## src/rtl/text_console_writer_pkg.sv

```systemverilog
// Shared constants, state encoding and address packing for the text console writer.
package text_console_pkg;
  localparam int COLS = 80;
  localparam int ROWS = 60;

  localparam logic [7:0] CC_BS = 8'h08;
  localparam logic [7:0] CC_LF = 8'h0A;
  localparam logic [7:0] CC_FF = 8'h0C;
  localparam logic [7:0] CC_CR = 8'h0D;

  typedef enum logic [1:0] {SCREEN_CLR, IDLE, LINE_CLR} state_e;

  // Same {row, col} layout the display pipeline uses on the read port.
  function automatic logic [12:0] pack_addr(input logic [5:0] row, input logic [6:0] col);
    return {row, col};
  endfunction
endpackage

```

## src/rtl/text_console_writer_if.sv

```systemverilog
// Byte stream into the console writer: character + colour over valid/ready.
interface text_console_writer_if;
  logic       in_valid;
  logic       in_ready;
  logic [7:0] in_char;
  logic [3:0] in_color;

  modport master (output in_valid, output in_char, output in_color, input in_ready);
  modport slave  (input in_valid, input in_char, input in_color, output in_ready);
endinterface

```

## src/rtl/text_console_writer_clear_sweep.sv

```systemverilog
// Row/col sweep counter shared by the full-screen and single-line clears.
module console_clear_sweep #(
  parameter int COLS = 80,
  parameter int ROWS = 60
)(
  input  logic        clk,
  input  logic        rst_n,
  input  logic        start,
  input  logic        full_screen,
  input  logic [5:0]  row,
  output logic [12:0] addr,
  output logic        wr,
  output logic        done
);
  import text_console_pkg::pack_addr;

  logic       active, full;
  logic [6:0] col_q;
  logic [5:0] row_q;
  logic       last_col, last_row;

  assign last_col = (col_q == 7'(COLS-1));
  assign last_row = !full || (row_q == 6'(ROWS-1));
  assign wr       = active;
  assign done     = active && last_col && last_row;
  assign addr     = pack_addr(row_q, col_q);

  // Reset leaves the engine armed for a full-screen sweep from cell 0.
  always_ff @(posedge clk) begin
    if (!rst_n) begin
      active <= 1'b1;
      full   <= 1'b1;
      col_q  <= '0;
      row_q  <= '0;
    end else if (start) begin
      active <= 1'b1;
      full   <= full_screen;
      col_q  <= '0;
      row_q  <= full_screen ? '0 : row;
    end else if (active) begin
      if (last_col) begin
        col_q <= '0;
        if (done) active <= 1'b0;
        else      row_q  <= row_q + 6'd1;
      end else begin
        col_q <= col_q + 7'd1;
      end
    end
  end
endmodule

```

## src/rtl/text_console_writer.sv

```systemverilog
// Cursor-tracking writer for the 80x60 text map RAMs, with line and screen clears.
module text_console_writer #(
  parameter int         COLS        = text_console_pkg::COLS,
  parameter int         ROWS        = text_console_pkg::ROWS,
  parameter logic [7:0] BLANK_CHAR  = 8'h20,
  parameter logic [3:0] CLEAR_COLOR = 4'h7
)(
  input  logic                clk,
  input  logic                rst_n,
  text_console_writer_if.slave in_bus,
  output logic                wr_en,
  output logic [12:0]         wr_addr,
  output logic [7:0]          wr_char,
  output logic [3:0]          wr_color,
  output logic [6:0]          cursor_col,
  output logic [5:0]          cursor_row,
  output logic                busy
);
  import text_console_pkg::state_e, text_console_pkg::SCREEN_CLR, text_console_pkg::IDLE,
         text_console_pkg::LINE_CLR, text_console_pkg::CC_BS, text_console_pkg::CC_LF,
         text_console_pkg::CC_FF, text_console_pkg::CC_CR, text_console_pkg::pack_addr;

  state_e      state;
  logic        xfer, col_last, printable;
  logic [5:0]  row_inc;
  logic        sw_start, sw_full, sw_wr, sw_done, sw_fin;
  logic [12:0] sw_addr;

  assign in_bus.in_ready = (state == IDLE);
  assign busy            = (state != IDLE);
  assign xfer            = in_bus.in_valid && in_bus.in_ready;
  assign col_last        = (cursor_col == 7'(COLS-1));
  assign row_inc         = (cursor_row == 6'(ROWS-1)) ? 6'd0 : cursor_row + 6'd1;
  assign printable       = !(in_bus.in_char inside {CC_BS, CC_LF, CC_FF, CC_CR});
  assign sw_full         = (in_bus.in_char == CC_FF);
  assign sw_start        = xfer && (sw_full || in_bus.in_char == CC_LF || (printable && col_last));

  console_clear_sweep #(.COLS(COLS), .ROWS(ROWS)) u_sweep (
    .clk, .rst_n,
    .start(sw_start), .full_screen(sw_full), .row(row_inc),
    .addr(sw_addr), .wr(sw_wr), .done(sw_done)
  );

  always_ff @(posedge clk) begin
    if (!rst_n) begin
      state      <= SCREEN_CLR;
      wr_en      <= 1'b0;
      wr_addr    <= '0;
      wr_char    <= '0;
      wr_color   <= '0;
      cursor_col <= '0;
      cursor_row <= '0;
      sw_fin     <= 1'b0;
    end else begin
      sw_fin <= sw_done;
      wr_en  <= 1'b0;
      case (state)
        SCREEN_CLR, LINE_CLR: begin
          wr_en    <= sw_wr;
          wr_addr  <= sw_addr;
          wr_char  <= BLANK_CHAR;
          wr_color <= CLEAR_COLOR;
          // Leave one cycle after the last sweep write before accepting bytes.
          if (sw_fin) begin
            state <= IDLE;
            if (state == SCREEN_CLR) begin
              cursor_col <= '0;
              cursor_row <= '0;
            end
          end
        end
        default: if (xfer) begin
          case (in_bus.in_char)
            CC_CR: cursor_col <= '0;
            CC_LF: begin
              cursor_col <= '0;
              cursor_row <= row_inc;
              state      <= LINE_CLR;
            end
            CC_FF: state <= SCREEN_CLR;
            CC_BS: if (cursor_col != 7'd0) begin
              cursor_col <= cursor_col - 7'd1;
              wr_en      <= 1'b1;
              wr_addr    <= pack_addr(cursor_row, cursor_col - 7'd1);
              wr_char    <= BLANK_CHAR;
              wr_color   <= in_bus.in_color;
            end
            default: begin
              wr_en    <= 1'b1;
              wr_addr  <= pack_addr(cursor_row, cursor_col);
              wr_char  <= in_bus.in_char;
              wr_color <= in_bus.in_color;
              if (col_last) begin
                cursor_col <= '0;
                cursor_row <= row_inc;
                state      <= LINE_CLR;
              end else begin
                cursor_col <= cursor_col + 7'd1;
              end
            end
          endcase
        end
      endcase
    end
  end
endmodule

```

## src/flat_wrapper.sv

```systemverilog
// flat-port wrapper written by rule: the top's interface ports become plain ports
module text_console_writer_flat import text_console_pkg::state_e, text_console_pkg::SCREEN_CLR, text_console_pkg::IDLE,
         text_console_pkg::LINE_CLR, text_console_pkg::CC_BS, text_console_pkg::CC_LF,
         text_console_pkg::CC_FF, text_console_pkg::CC_CR, text_console_pkg::pack_addr;
#(
  parameter int         COLS        = text_console_pkg::COLS,
  parameter int         ROWS        = text_console_pkg::ROWS,
  parameter logic [7:0] BLANK_CHAR  = 8'h20,
  parameter logic [3:0] CLEAR_COLOR = 4'h7
)
  (clk, rst_n, wr_en, wr_addr, wr_char, wr_color, cursor_col, cursor_row, busy, in_bus_in_valid, in_bus_in_char, in_bus_in_color, in_bus_in_ready);
  text_console_writer_if in_bus_i ();
  input  logic clk;
  input  logic rst_n;
  output logic wr_en;
  output logic [12:0] wr_addr;
  output logic [7:0] wr_char;
  output logic [3:0] wr_color;
  output logic [6:0] cursor_col;
  output logic [5:0] cursor_row;
  output logic busy;
  input wire logic [$bits(in_bus_i.in_valid)-1:0] in_bus_in_valid;
  input wire logic [$bits(in_bus_i.in_char)-1:0] in_bus_in_char;
  input wire logic [$bits(in_bus_i.in_color)-1:0] in_bus_in_color;
  output wire logic [$bits(in_bus_i.in_ready)-1:0] in_bus_in_ready;
  assign in_bus_i.in_valid = in_bus_in_valid;
  assign in_bus_i.in_char = in_bus_in_char;
  assign in_bus_i.in_color = in_bus_in_color;
  assign in_bus_in_ready = in_bus_i.in_ready;
  text_console_writer #(.COLS(COLS), .ROWS(ROWS), .BLANK_CHAR(BLANK_CHAR), .CLEAR_COLOR(CLEAR_COLOR)) u_core (.clk(clk), .rst_n(rst_n), .in_bus(in_bus_i), .wr_en(wr_en), .wr_addr(wr_addr), .wr_char(wr_char), .wr_color(wr_color), .cursor_col(cursor_col), .cursor_row(cursor_row), .busy(busy));
endmodule
```

## config.mk

```make
export PLATFORM = sky130hd
export DESIGN_NAME = text_console_writer_flat
export DESIGN_NICKNAME = d
export VERILOG_FILES = /design/src/rtl/text_console_writer_pkg.sv /design/src/rtl/text_console_writer_if.sv /design/src/rtl/text_console_writer_clear_sweep.sv /design/src/rtl/text_console_writer.sv /design/src/flat_wrapper.sv
export SDC_FILE = /design/constraint.sdc
export NUM_CORES = 1
export LEC_CHECK = 0
export CORE_MARGIN = 8
export CORE_UTILIZATION = 53
export CTS_CLUSTER_SIZE = 14
export DETAILED_ROUTE_END_ITERATION = 12
export GPL_ROUTABILITY_DRIVEN = 0
export PLACE_DENSITY = 0.8
export SLEW_MARGIN = 10
export SYNTH_ARGS = -nofsm -noshare
export SYNTH_HDL_FRONTEND = slang
export SYNTH_HIERARCHICAL = 1
export SYNTH_SLANG_ARGS = --single-unit
```

## constraint.sdc

```tcl
create_clock -name clk -period 3.7 [get_ports clk]
set_clock_uncertainty 0.05 [all_clocks]
set_input_delay 0.74 -clock clk [delete_from_list [all_inputs] [get_ports clk]]
set_output_delay 0.74 -clock clk [all_outputs]
set_load 0.03 [all_outputs]
```

# Word-level counts from Yosys, hierarchy flattened
# Cells that the tools add are included.
# W data, S select, Z words.
[word_totals] elab_cells=116 reg_bits=57 out_inout_bits=41 inputBits=15
[classes] addsub=5 eq_ne=20 n_reduce_logical=31 mux=44 bitwise=2
[op_table] op="$mux W6" n=13
[op_table] op="$mux W7" n=7
[op_table] op="$mux W13" n=3
[op_table] op="$eq A8 B4 Y1 const B" n=4
[op_table] op="$pmux W13 S2" n=1
[op_table] op="$pmux W7 S3" n=1
[op_table] op="$pmux W8 S2" n=1
[op_table] op="$add A7 B1 Y7 const B" n=2
[op_table] op="$eq A7 B7 Y1 const B" n=2
[op_table] op="$ne A2 B1 Y1 const B" n=7
[op_table] op="$add A6 B1 Y6 const B" n=2
[op_table] op="$eq A6 B6 Y1 const B" n=2
[op_table] op="$pmux W6 S2" n=1
[op_table] op="$reduce_and A5 Y1" n=2
[op_table] op="$reduce_and A3 Y1" n=3
[op_table] op="$reduce_or A3 Y1" n=3
[op_table] op="$mux W2" n=4
[op_table] op="$mux W8" n=1
[op_table] op="$pmux W4 S2" n=1
[op_table] op="$reduce_bool A4 Y1" n=2
[op_table] op="$reduce_or A2 Y1" n=4
[op_table] op="$reduce_bool A7 Y1" n=1
[op_table] op="$sub A7 B1 Y7 const B" n=1
[op_table] op="$mux W1" n=6
[op_table] op="16 further kinds" n=28

# Logic depth before layout (Yosys ltp)
# Gate-level depths: netlist (run 1).
[logic_depth] ltp_word=8 ltp_mapped=10 ltp_nobuf=9

# By module
# Netlist (run 1), hierarchy kept.
[modules_own_cells] module="text_console_writer" n_inst=1 seq_area_each_um2=840.8 area_each_um2=2413.6 cells_per_inst=308
[modules_own_cells] module="console_clear_sweep" n_inst=1 seq_area_each_um2=300.3 area_each_um2=858.3 cells_per_inst=98

# Least setup slack after synthesis (run 1)
# No wires, ideal clock.
[synth_timing] path_type="input-to-reg" start="input in_bus_in_char[5]" end="register u_core.u_sweep.row_q[4]" setup_time_ns=0.116 stages=9 n_path_buf=1 setup_slack_ns=0.753 t_required_ns=3.534 arrival_time_ns=2.781 cell_sequence="or4b_1 -> buf_6 -> or3_2 -> o21ai_0 -> a21oi_1 -> and2b_1 -> a211oi_1 -> a21oi_1 -> and3_1"
[synth_between] elab_chain_cells=8 elab_cells_between_ends=16 cone_classes="eq/ne (5); mux (2); reduce/logical (9)"
[synth_rtl] item="start, declared" line_no="flat_wrapper.sv:23" source="input wire logic [$bits(in_bus_i.in_char)-1:0] in_bus_in_char;"
[synth_rtl] item="$eq A8 B4 Y1, on equally long branches" line_no="text_console_writer.sv:34, text_console_writer.sv:35, text_console_writer.sv:36"
[synth_rtl] item="$reduce_bool A4 Y1" line_no="text_console_writer.sv:34" source="assign printable = !(in_bus.in_char inside {CC_BS, CC_LF, CC_FF, CC_CR});"
[synth_rtl] item="$logic_not A1 Y1" line_no="text_console_writer.sv:34"
[synth_rtl] item="$logic_and A1 B1 Y1" line_no="text_console_writer.sv:36" source="assign sw_start = xfer && (sw_full || in_bus.in_char == CC_LF || (printable && col_last));"
[synth_rtl] item="$logic_or A1 B1 Y1 *" line_no="text_console_writer.sv:36"
[synth_rtl] item="$logic_and A1 B1 Y1 *" line_no="text_console_writer.sv:36"
[synth_rtl] item="via u_core.sw_start" line_no="text_console_writer.sv:26" source="logic sw_start, sw_full, sw_wr, sw_done, sw_fin;"
[synth_rtl] item="$ne A2 B1 Y1 (no line) or $reduce_bool A2 Y1 (tied branches)"
[synth_rtl] item="$reduce_and A3 Y1 (no line)"
[synth_rtl] item="end signal, assigned" line_no="text_console_writer_clear_sweep.sv:39" source="row_q <= full_screen ? '0 : row;"
[synth_rtl] item="end signal, assigned" line_no="text_console_writer_clear_sweep.sv:44" source="else row_q <= row_q + 6'd1;"
[synth_rtl] item="end, declared" line_no="text_console_writer_clear_sweep.sv:19" source="logic [5:0] row_q;"
# The timed path passes the listed nets; every way through them passes the cells marked *.
# A chain may end at the register's enable or synchronous reset.

# Worst setup path in the final report (run 1)
[layout_timing] start="input in_bus_in_char[4]" end="register u_core.u_sweep.col_q[0]"
[layout_between] elab_chain_cells=7 elab_cells_between_ends=11 cone_classes="eq/ne (4); reduce/logical (7)"
[layout_rtl] item="$eq A8 B4 Y1, on equally long branches" line_no="text_console_writer.sv:34, text_console_writer.sv:35, text_console_writer.sv:36"
[layout_rtl] item="$reduce_bool A4 Y1" line_no="text_console_writer.sv:34"
[layout_rtl] item="$logic_not A1 Y1" line_no="text_console_writer.sv:34"
[layout_rtl] item="$logic_and A1 B1 Y1" line_no="text_console_writer.sv:36"
[layout_rtl] item="$logic_or A1 B1 Y1 *" line_no="text_console_writer.sv:36"
[layout_rtl] item="$logic_and A1 B1 Y1 *" line_no="text_console_writer.sv:36"
[layout_rtl] item="via u_core.sw_start" line_no="text_console_writer.sv:26"
[layout_rtl] item="$reduce_or A2 Y1 (no line) *"
[layout_rtl] item="end signal, assigned" line_no="text_console_writer_clear_sweep.sv:46" source="col_q <= col_q + 7'd1;"
[layout_rtl] item="end, declared" line_no="text_console_writer_clear_sweep.sv:18" source="logic [6:0] col_q;"
# Marks and branches as above.

==> summary by stage, run 1 <==
Pwr
Internal power comes to around 0.0010 W. Power spread over the standard cell area amounts to between 300 and 400 nW/µm². In this run the static leakage power is between 1 and 1.5 nW.

The share of power burned in combinational logic is 6.0%. In this run, the clock network consumes 46.6% of the power. The proportion of total power due to net switching is a little under a quarter.

Of the total power, registers draw 47.3%. In this run the power spent charging and discharging nets is 0.000302 W. The peak ir drop on the vdd network is 0.273 mV.

Worst setup path
The arrival time of the worst setup path is 3260 ps. The signal on the critical path passes through clkdlybuf4s50_1 -> or4b_1 -> or3_2 -> o21ai_0 -> a21oi_1 -> buf_4 -> nand2b_1 -> nand2b_1 -> nor2_1. STA classifies the critical path endpoint as a register. The cell that appears most often on the critical path is sky130_fd_sc_hd__nand2b_1.

The data required time of the critical path is 3930 ps. The kind of start point of the critical path is a primary input. The top fanout value on the critical path is 16. The cell with the largest stage delay on the worst path is sky130_fd_sc_hd__or4b_1. On the worst path, the slowest cell contributes a delay of 540 ps. The critical path class is in -> reg.

Routing
Using the TritonRoute via totals, the vias-per-cell ratio works out to 5.98. For this run, design rule violations remaining after detail routing come to 0. The number of violations reported at the end of detailed-routing iteration 0 is 261.

The number of iterations in the first detailed-routing pass is 5. Across all layers, the routed design uses 3209 vias. The count of nets left with antenna violations once routing finished came out at 0. Dividing the detail-routed wire length by the instance count gives around 16 µm. The final layout contains routed wiring with a total length of 8780 µm.

Floorplanning
The standard cell core area is 5960 µm². The chip width is 94.6 µm. The initialized floorplan defines 28 standard-cell rows.

The die boundary height is ~95 µm. The die outline area is 8940 µm². The number of placed I/O pins is 56. The initial core utilization is 54.9%.

Synth
Synthesis produced a netlist with a net count of about 430. Synthesis produced a netlist whose cell count is 406. Yosys printed 6 warnings. The fraction of registers with async set/reset is 0%. The unique cell type count in the Yosys netlist is between 70 and 80. The top flip-flop cell by instance count after synthesis is sky130_fd_sc_hd__dfxtp_1. The per-instance average area after synthesis is about 8.1 µm².

The synthesized netlist occupies a cell area of 3270 µm². For this run, the register share of the synthesized area comes to 34.9%. Counting flops with a built-in enable in the synthesized netlist gives 0. The count of state elements after synthesis is 57.

Status
The run finished with clean final reports.

Global routing
The number of global-route vias before repair was 3084. The pin count of the biggest net entering global routing is 32. The global-route total usage across every layer is 19.9%.

The wire length of the first global-routing pass is roughly 14000 µm. The number of antenna violations at the first check in global routing was 0. After global routing the overflow that remains totals 0.

Clock network
The CTS tree is done. The hold-fix buffer count after cts is 0. The TritonCTS buffer count is 9. The buffers inserted during post-CTS setup optimization is 0. The maximum buffer depth of the clock tree is 2. CTS built an H-tree with a depth of 3. The total number of clock tree sinks is 57.

The clock latency on the worst-skew pair is approximately 350 ps. After clock tree synthesis, the clock-pin slew on the worst setup and hold paths is 60 ps. The number of resized instances in the post-cts repair step is 0. Clock tree synthesis selected as its root buffer the cell sky130_fd_sc_hd__clkbuf_8.

Timing
In this run the tightest slew margin relative to its limit is 58.7%. Summed over all failing endpoints, the final setup total negative slack is 0 ps. The fraction of the cycle the final worst path needs is 82.0%. The final critical-path required period is 3030 ps. The final max-slew violation count is 0. The number of setup violations in the final report is 0. The maximum achievable frequency is 330 MHz. Setup repair after global routing left no endpoint under its margin.

At the pin with the least slew margin, the transition time is about 610 ps. The number of hold violations in the final report was 0.

Layout
The layout-stage area growth over the synthesis result is 24.6%. The library cells used most frequently in the layout, excluding fill and tap cells, are 60 x sky130_fd_sc_hd__nand2_1, 57 x sky130_fd_sc_hd__dfxtp_1, 55 x sky130_fd_sc_hd__clkdlybuf4s50_1. The number of nets in the finished design is 478. The post-layout utilization of the core is 68.5%.

The layout cell share with drive strength beyond 1 is 9.52%. The number of filler cells placed in the layout is approximately 500. The library cell used most frequently in the layout, excluding fill and tap cells, is sky130_fd_sc_hd__nand2_1. Once layout is complete, the cells apart from fillers number 537.

The number of antenna diodes is 0.

Run
The tool flagged a number of max-cap violations equal to 0.

Placement
Including well taps, the total number of placed cells is around 520. The count of port buffers added during placement is 55. The half-perimeter wire length after placement is 6240 µm.

Min path
The classification of the worst-slack hold path is reg -> reg.
through the flow:
stage               setup slack (ps)  total power, W  hold slack, ps  cell area (µm²)
floorplan                        753        0.000684             415             3270
global placement                 384        0.000718             391             3870
detailed placement               330        0.000719             397             3870
CTS                              699         0.00134             406             4080
global route                     530         0.00137             434             4080
finish                           667         0.00132             406             4080
flip-flops by register name, summed over array words and instances (netlist names):
signal	cells
u_core/cursor_col	7
u_core/cursor_row	6
u_core/state	2
u_core/sw_fin	1
u_core/u_sweep/col_q	7
u_core/u_sweep/full	1
u_core/u_sweep/row_q	6
u_core/u_sweep/wr	1
u_core/wr_addr	13
u_core/wr_char	8
u_core/wr_color	4
u_core/wr_en	1
power groups by stage:
stage	sequential, W	clock, W	combinational (W)
after floorplan	0.000649	0	0.0000358
after global placement	0.000640	0	0.0000778
after detailed placement	0.000640	0	0.0000792
after CTS	0.000627	0.000634	0.0000795
after global routing	0.000627	0.000655	0.0000856
final	0.000627	0.000618	0.0000798
cell families (layout without fill, tap and decap cells):
group,Yosys count,after routing,share of synthesized area [%]
xor gates and xnor gates,15,15,4.02
buffers and inverters,38,94,5.54
DFF,57,57,34.9
and+or+nand+nor,167,167,26.9
adders and majority gates,6,6,2.29
AOI/OAI and AO/OA,116,116,24.2
muxes,7,7,2.14
synthesized netlist by cell type (2+ instances only):
| cell type | count | area [µm²] |
|---|---|---|
| sky130_fd_sc_hd__a211oi_1 | 3 | 22.5 |
| sky130_fd_sc_hd__a211oi_2 | 2 | 25.0 |
| sky130_fd_sc_hd__a21oi_1 | 18 | 90.1 |
| sky130_fd_sc_hd__a31oi_1 | 9 | 56.3 |
| sky130_fd_sc_hd__a32o_1 | 2 | 20.0 |
| sky130_fd_sc_hd__and2_1 | 4 | 25.0 |
| sky130_fd_sc_hd__and2_2 | 2 | 15.0 |
| sky130_fd_sc_hd__and3_1 | 6 | 37.5 |
| sky130_fd_sc_hd__buf_2 | 4 | 20.0 |
| sky130_fd_sc_hd__buf_4 | 3 | 22.5 |
| sky130_fd_sc_hd__buf_6 | 3 | 33.8 |
| sky130_fd_sc_hd__clkbuf_1 | 15 | 56.3 |
| sky130_fd_sc_hd__dfxtp_1 | 57 | 1140 |
| sky130_fd_sc_hd__ha_1 | 6 | 75.1 |
| sky130_fd_sc_hd__inv_1 | 11 | 41.3 |
| sky130_fd_sc_hd__mux2i_1 | 7 | 70.1 |
| sky130_fd_sc_hd__nand2_1 | 60 | 225 |
| sky130_fd_sc_hd__nand2b_1 | 10 | 62.6 |
| sky130_fd_sc_hd__nand3_1 | 17 | 85.1 |
| sky130_fd_sc_hd__nand3b_1 | 2 | 15.0 |
| sky130_fd_sc_hd__nand4_1 | 7 | 43.8 |
| sky130_fd_sc_hd__nor2_1 | 25 | 93.8 |
| sky130_fd_sc_hd__nor2b_1 | 6 | 37.5 |
| sky130_fd_sc_hd__nor3_1 | 6 | 30.0 |
| sky130_fd_sc_hd__nor3b_1 | 3 | 22.5 |
| sky130_fd_sc_hd__nor4b_1 | 2 | 17.5 |
| sky130_fd_sc_hd__o211ai_1 | 5 | 37.5 |
| sky130_fd_sc_hd__o21a_1 | 3 | 22.5 |
| sky130_fd_sc_hd__o21ai_0 | 38 | 190 |
| sky130_fd_sc_hd__o22ai_1 | 3 | 18.8 |
| sky130_fd_sc_hd__o311a_1 | 4 | 40.0 |
| sky130_fd_sc_hd__o311ai_0 | 4 | 35.0 |
| sky130_fd_sc_hd__o31a_1 | 2 | 17.5 |
| sky130_fd_sc_hd__o31ai_1 | 3 | 22.5 |
| sky130_fd_sc_hd__xnor2_1 | 8 | 70.1 |
| sky130_fd_sc_hd__xor2_1 | 7 | 61.3 |
final cells by class:
type | instances | area, µm² | share of cell area, %
Multi-Input combinational cell | 311 | 1960 | 48.0
Sequential cell | 57 | 1140 | 28.0
Timing Repair Buffer | 66 | 633 | 15.5
Clock buffer | 14 | 173 | 4.23
Tap cell | 75 | 93.8 | 2.30
Inverter | 12 | 45.0 | 1.10
Clock inverter | 2 | 35.0 | 0.859
worst paths after layout:
| path | cells past startpoint | slack [ps] | to | start |
|---|---|---|---|---|
| worst max-delay path | 9 | 670 | u_core/u_sweep/col_q[0] | in_bus_in_char[4] |
| worst min-delay path | 2 | 410 | u_core/wr_char[1] | u_core/wr_char[1] |
| worst max register to register | 8 | 970 | u_core/wr_addr[6] | u_core/cursor_col[0] |
| worst min register to register | 2 | 410 | u_core/wr_char[1] | u_core/wr_char[1] |
worst max-delay path: cells and delay by family:
kind	cells	cell delay, ps
AND/OR/NAND/NOR	5	1590
buffers and inverters	2	660
AO/OA/AOI/OAI	2	280
routing by layer:
| metal | up-vias | wire length (µm) | global-route usage (%) |
|---|---|---|---|
| met3 | 16 | 769 | 6.75 |
| met4 | 0 | 138 | 8.32 |
| met5 | - | 0 | 0 |
| met2 | 136 | 4060 | 31.6 |
| met1 | 1480 | 3810 | 24.2 |
| li1 | 1577 | - | - |
No activity file was read; power rests on OpenSTA's default activity.
==> run 2: changes to the inputs <==
Settings changed: CORE_UTILIZATION 53 to 48, PLACE_DENSITY 0.8 to 0.76.
Clock period 3.7 ns to 2.5 ns, I/O delays scaled along.
==> run 2 against run 1 <==
  * Sequential share of layout area shrank 1.8 points
  * Wire length is 6.6% higher
  * Power is 39% higher
  * Global-route usage down 0.33 points
  * Highest routed layer unchanged
  * Core utilization down 3.2 points
  * Critical path depth up 1
  * Combinational power up 74%
  * Non-clock buffer count up 34
  * Setup slack got worse by 610 ps
  * Design area up 6.9%
==> summary by stage, run 2 (same netlist as run 1, synthesis figures left out) <==
Worst setup path
The most frequent cell on the critical path is sky130_fd_sc_hd__buf_4 (was sky130_fd_sc_hd__nand2b_1). The data required time of the critical path was 2680 ps (was 3930 ps). The cell with the largest stage delay on the worst path is sky130_fd_sc_hd__or4b_4 (was sky130_fd_sc_hd__or4b_1).

The start point of the critical path was in_bus_in_char[4] (unchanged). The top fanout value on the critical path came to 7 (was 16). List of cells traversed by the critical path: dlygate4sd2_1 -> or4b_4 -> or3_4 -> o21ai_4 -> a21oi_4 -> and2b_2 -> buf_4 -> buf_4 -> nand3_1 -> o21ai_1 (was clkdlybuf4s50_1 -> or4b_1 -> or3_2 -> o21ai_0 -> a21oi_1 -> buf_4 -> nand2b_1 -> nand2b_1 -> nor2_1). The critical path's top delay family is simple AND/OR/NAND/NOR gates (unchanged). The element type at the critical path end is a register (unchanged). The arrival time of the worst setup path came to 2620 ps (was 3260 ps). The kind of start point of the critical path was a primary input (unchanged). The largest stage delay on the critical path is 560 ps (was 540 ps).

The worst flop-to-flop path startpoint is u_core/cursor_col[0] (unchanged). The combined buffer and inverter count along the critical path came to 3 (was 2). The critical path class is in -> reg (unchanged).

Routing
The final routed wire length divided by cell count is 16.2 µm (was 16.4 µm). The number of iterations in the first detailed-routing pass was 4 (was 5). The detailed-route vias per instance is 5.85 (was 5.98).

The wire length reported by the detailed router is 9360 µm (was 8780 µm). The number of violations reported at the end of detailed-routing iteration 0 is 190 (was 261). The via total after detailed routing is 3367 (was 3209).

The number of routed nets with antenna violations is 0 (unchanged). The number of remaining DRC errors came to 0 (unchanged).

Timing
The headroom to the max-slew limit is 61.8% (was 58.7%). The least setup slack across all paths after layout is 61.0 ps (was 667 ps). The slew at the pin with the worst max-slew slack is 565 ps (was 611 ps).

The final-layout setup total negative slack came to 0 ps (unchanged). The number of hold violations in the final report is 0 (unchanged). The final critical-path required period is 2440 ps. The final max-slew violation count was 0 (unchanged). Based on the critical path, the design can be clocked at up to just over 400 MHz. Of the available clock period, the critical path in the final layout requires 97.6%. The tightest hold margin is 406 ps (about the same). Unrepaired setup endpoints after global routing: false (unchanged). The number of setup violations in the final report came to 0 (unchanged).

Global routing
The number of global-route vias before repair is 3348 (was 3084). The pin count of the biggest net entering global routing is 41 (was 32). The global-route total usage across every layer came to 19.6% (was 19.9%). The number of antenna violations at the first check in global routing is 0 (unchanged). The wire length of the first global-routing pass is 15700 µm (was 14300 µm).

The sum of overflow across all layers after global routing was 0 (unchanged).

Pwr
The power per cell area was 424 nW/µm² (was 325 nW/µm²). The leakage power of the design is 1.61 nW (was 1.44 nW). The peak ir drop on the vdd network is 0.292 mV (was 0.273 mV).

Clock network
The total number of clock tree sinks was 57 (unchanged). The clock latency on the worst-skew pair is 340 ps (was 350 ps). The deepest level of the CTS H-tree is 3 (unchanged). The maximum buffer depth of the clock tree is 2 (unchanged). The TritonCTS buffer count is 9 (unchanged). The CTS tree was done (unchanged). The clock tree root buffer cell is sky130_fd_sc_hd__clkbuf_8 (unchanged).

The register clock-pin slew on the reported worst setup and hold paths is 60 ps (about the same).

Placement
The count of port buffers added during placement is 55 (unchanged). The worst slack at placement is -411 ps (was 330 ps). The number of cells in the design after placement is 559 (was 521). The half-perimeter wire length after placement is 6760 µm (was 6240 µm).

Layout
The layout cell share with drive strength beyond 1 came to 17.1% (was 9.52%). The flip-flop count of the largest register after layout is 13 (unchanged). Commonest non-fill, non-tap cells in the layout: 60 x sky130_fd_sc_hd__nand2_1, 56 x sky130_fd_sc_hd__dfxtp_1, 51 x sky130_fd_sc_hd__clkdlybuf4s50_1 (was 60 x sky130_fd_sc_hd__nand2_1, 57 x sky130_fd_sc_hd__dfxtp_1, 55 x sky130_fd_sc_hd__clkdlybuf4s50_1). The layout-stage area growth over the synthesis result is 33.2% (was 24.6%). The number of nets in the finished design came to 512 (was 478).

The number of antenna diodes is 0 (unchanged). The register bank with the most flops was u_core/wr_addr (unchanged). The post-layout instance count excluding filler cells was 576 (was 537). The leading cell type in the layout, fill and taps excluded is sky130_fd_sc_hd__nand2_1 (unchanged). Largest registers: u_core/wr_addr: 13 flops, u_core/wr_char: 8 flops (unchanged). The number of filler cells placed in the layout is 575 (was 501).

Status
Run status: completed (unchanged).

Floorplanning
The die outline area is 9710 µm² (was 8940 µm²). The standard cell core area was 6680 µm² (was 5960 µm²). The chip width is 98.6 µm (was 94.6 µm). The die boundary height is 98.6 µm (was 94.6 µm). The number of placed I/O pins is 56 (unchanged). The initial core utilization is 49.0% (was 54.9%). The total number of placement rows came to 30 (was 28).

Min path
The beginning of the worst hold path is u_core/wr_char[6] (was u_core/wr_char[1]). The classification of the worst-slack hold path is reg -> reg (unchanged).

Run
The number of maximum-capacitance violations is 0 (unchanged).
## run 2: layout make-up
cell class                      count  area, µm²  area share (%)
Multi-Input combinational cell    311       2000            45.9
Tap cell                           80        100            2.30
Clock buffer                       13        159            3.65
Sequential cell                    57       1140            26.2
Inverter                           12       45.0            1.03
Timing Repair Buffer              100        896            20.6
Clock inverter                      3       15.0           0.345
## run 2: worst min-delay path: stages, from the launching register on
cell and delay [ps]:
sky130_fd_sc_hd__dfxtp_1 310, sky130_fd_sc_hd__nand2_1 50, sky130_fd_sc_hd__a21oi_1 50
## run 2: report_power, final
group / total [W] / internal [W] / switching [W]
Combinational: 0.000139 / 0.0000662 / 0.0000724
Sequential: 0.000927 / 0.000919 / 0.00000808
Clock: 0.000780 / 0.000409 / 0.000371
Total: 0.00185 / 0.00139 / 0.000452
## run 2: final timing paths
| check | endpoint | slack (ps) | depth (start not counted) |
|---|---|---|---|
| worst min register to register | u_core/wr_char[6] | 410 | 2 |
| worst max-delay path | u_core/u_sweep/row_q[2] | 60 | 10 |
| worst max register to register | u_core/wr_addr[0] | 170 | 7 |
| worst min-delay path | u_core/wr_char[6] | 410 | 2 |
## run 2: stage by stage
step	util, %	power [W]	instance area [µm²]
6_report	65.2	0.00185	4360
5_1_grt	65.2	0.00191	4360
4_1_cts	65.2	0.00186	4360
3_5_place_dp	62.3	0.00109	4160
3_3_place_gp	62.3	0.00108	4160
2_1_floorplan	-	0.00101	3300
## run 2: routing by layer
layer | track usage, % | up-vias | share of wire [%]
met4 | 9.33 | 0 | 2.2
met1 | 24.6 | 1586 | 47
li1 | - | 1649 | -
met5 | 0 | - | 0
met3 | 4.79 | 18 | 6.6
met2 | 30.8 | 114 | 45
## run 2: repair_timing
action,in CTS,in global routing
gates resized for setup,7,1
setup endpoints to repair,1,2
pin swaps,5,0
endpoints found under the hold margin,0,0
hold buffers,0,0
setup buffers,1,0
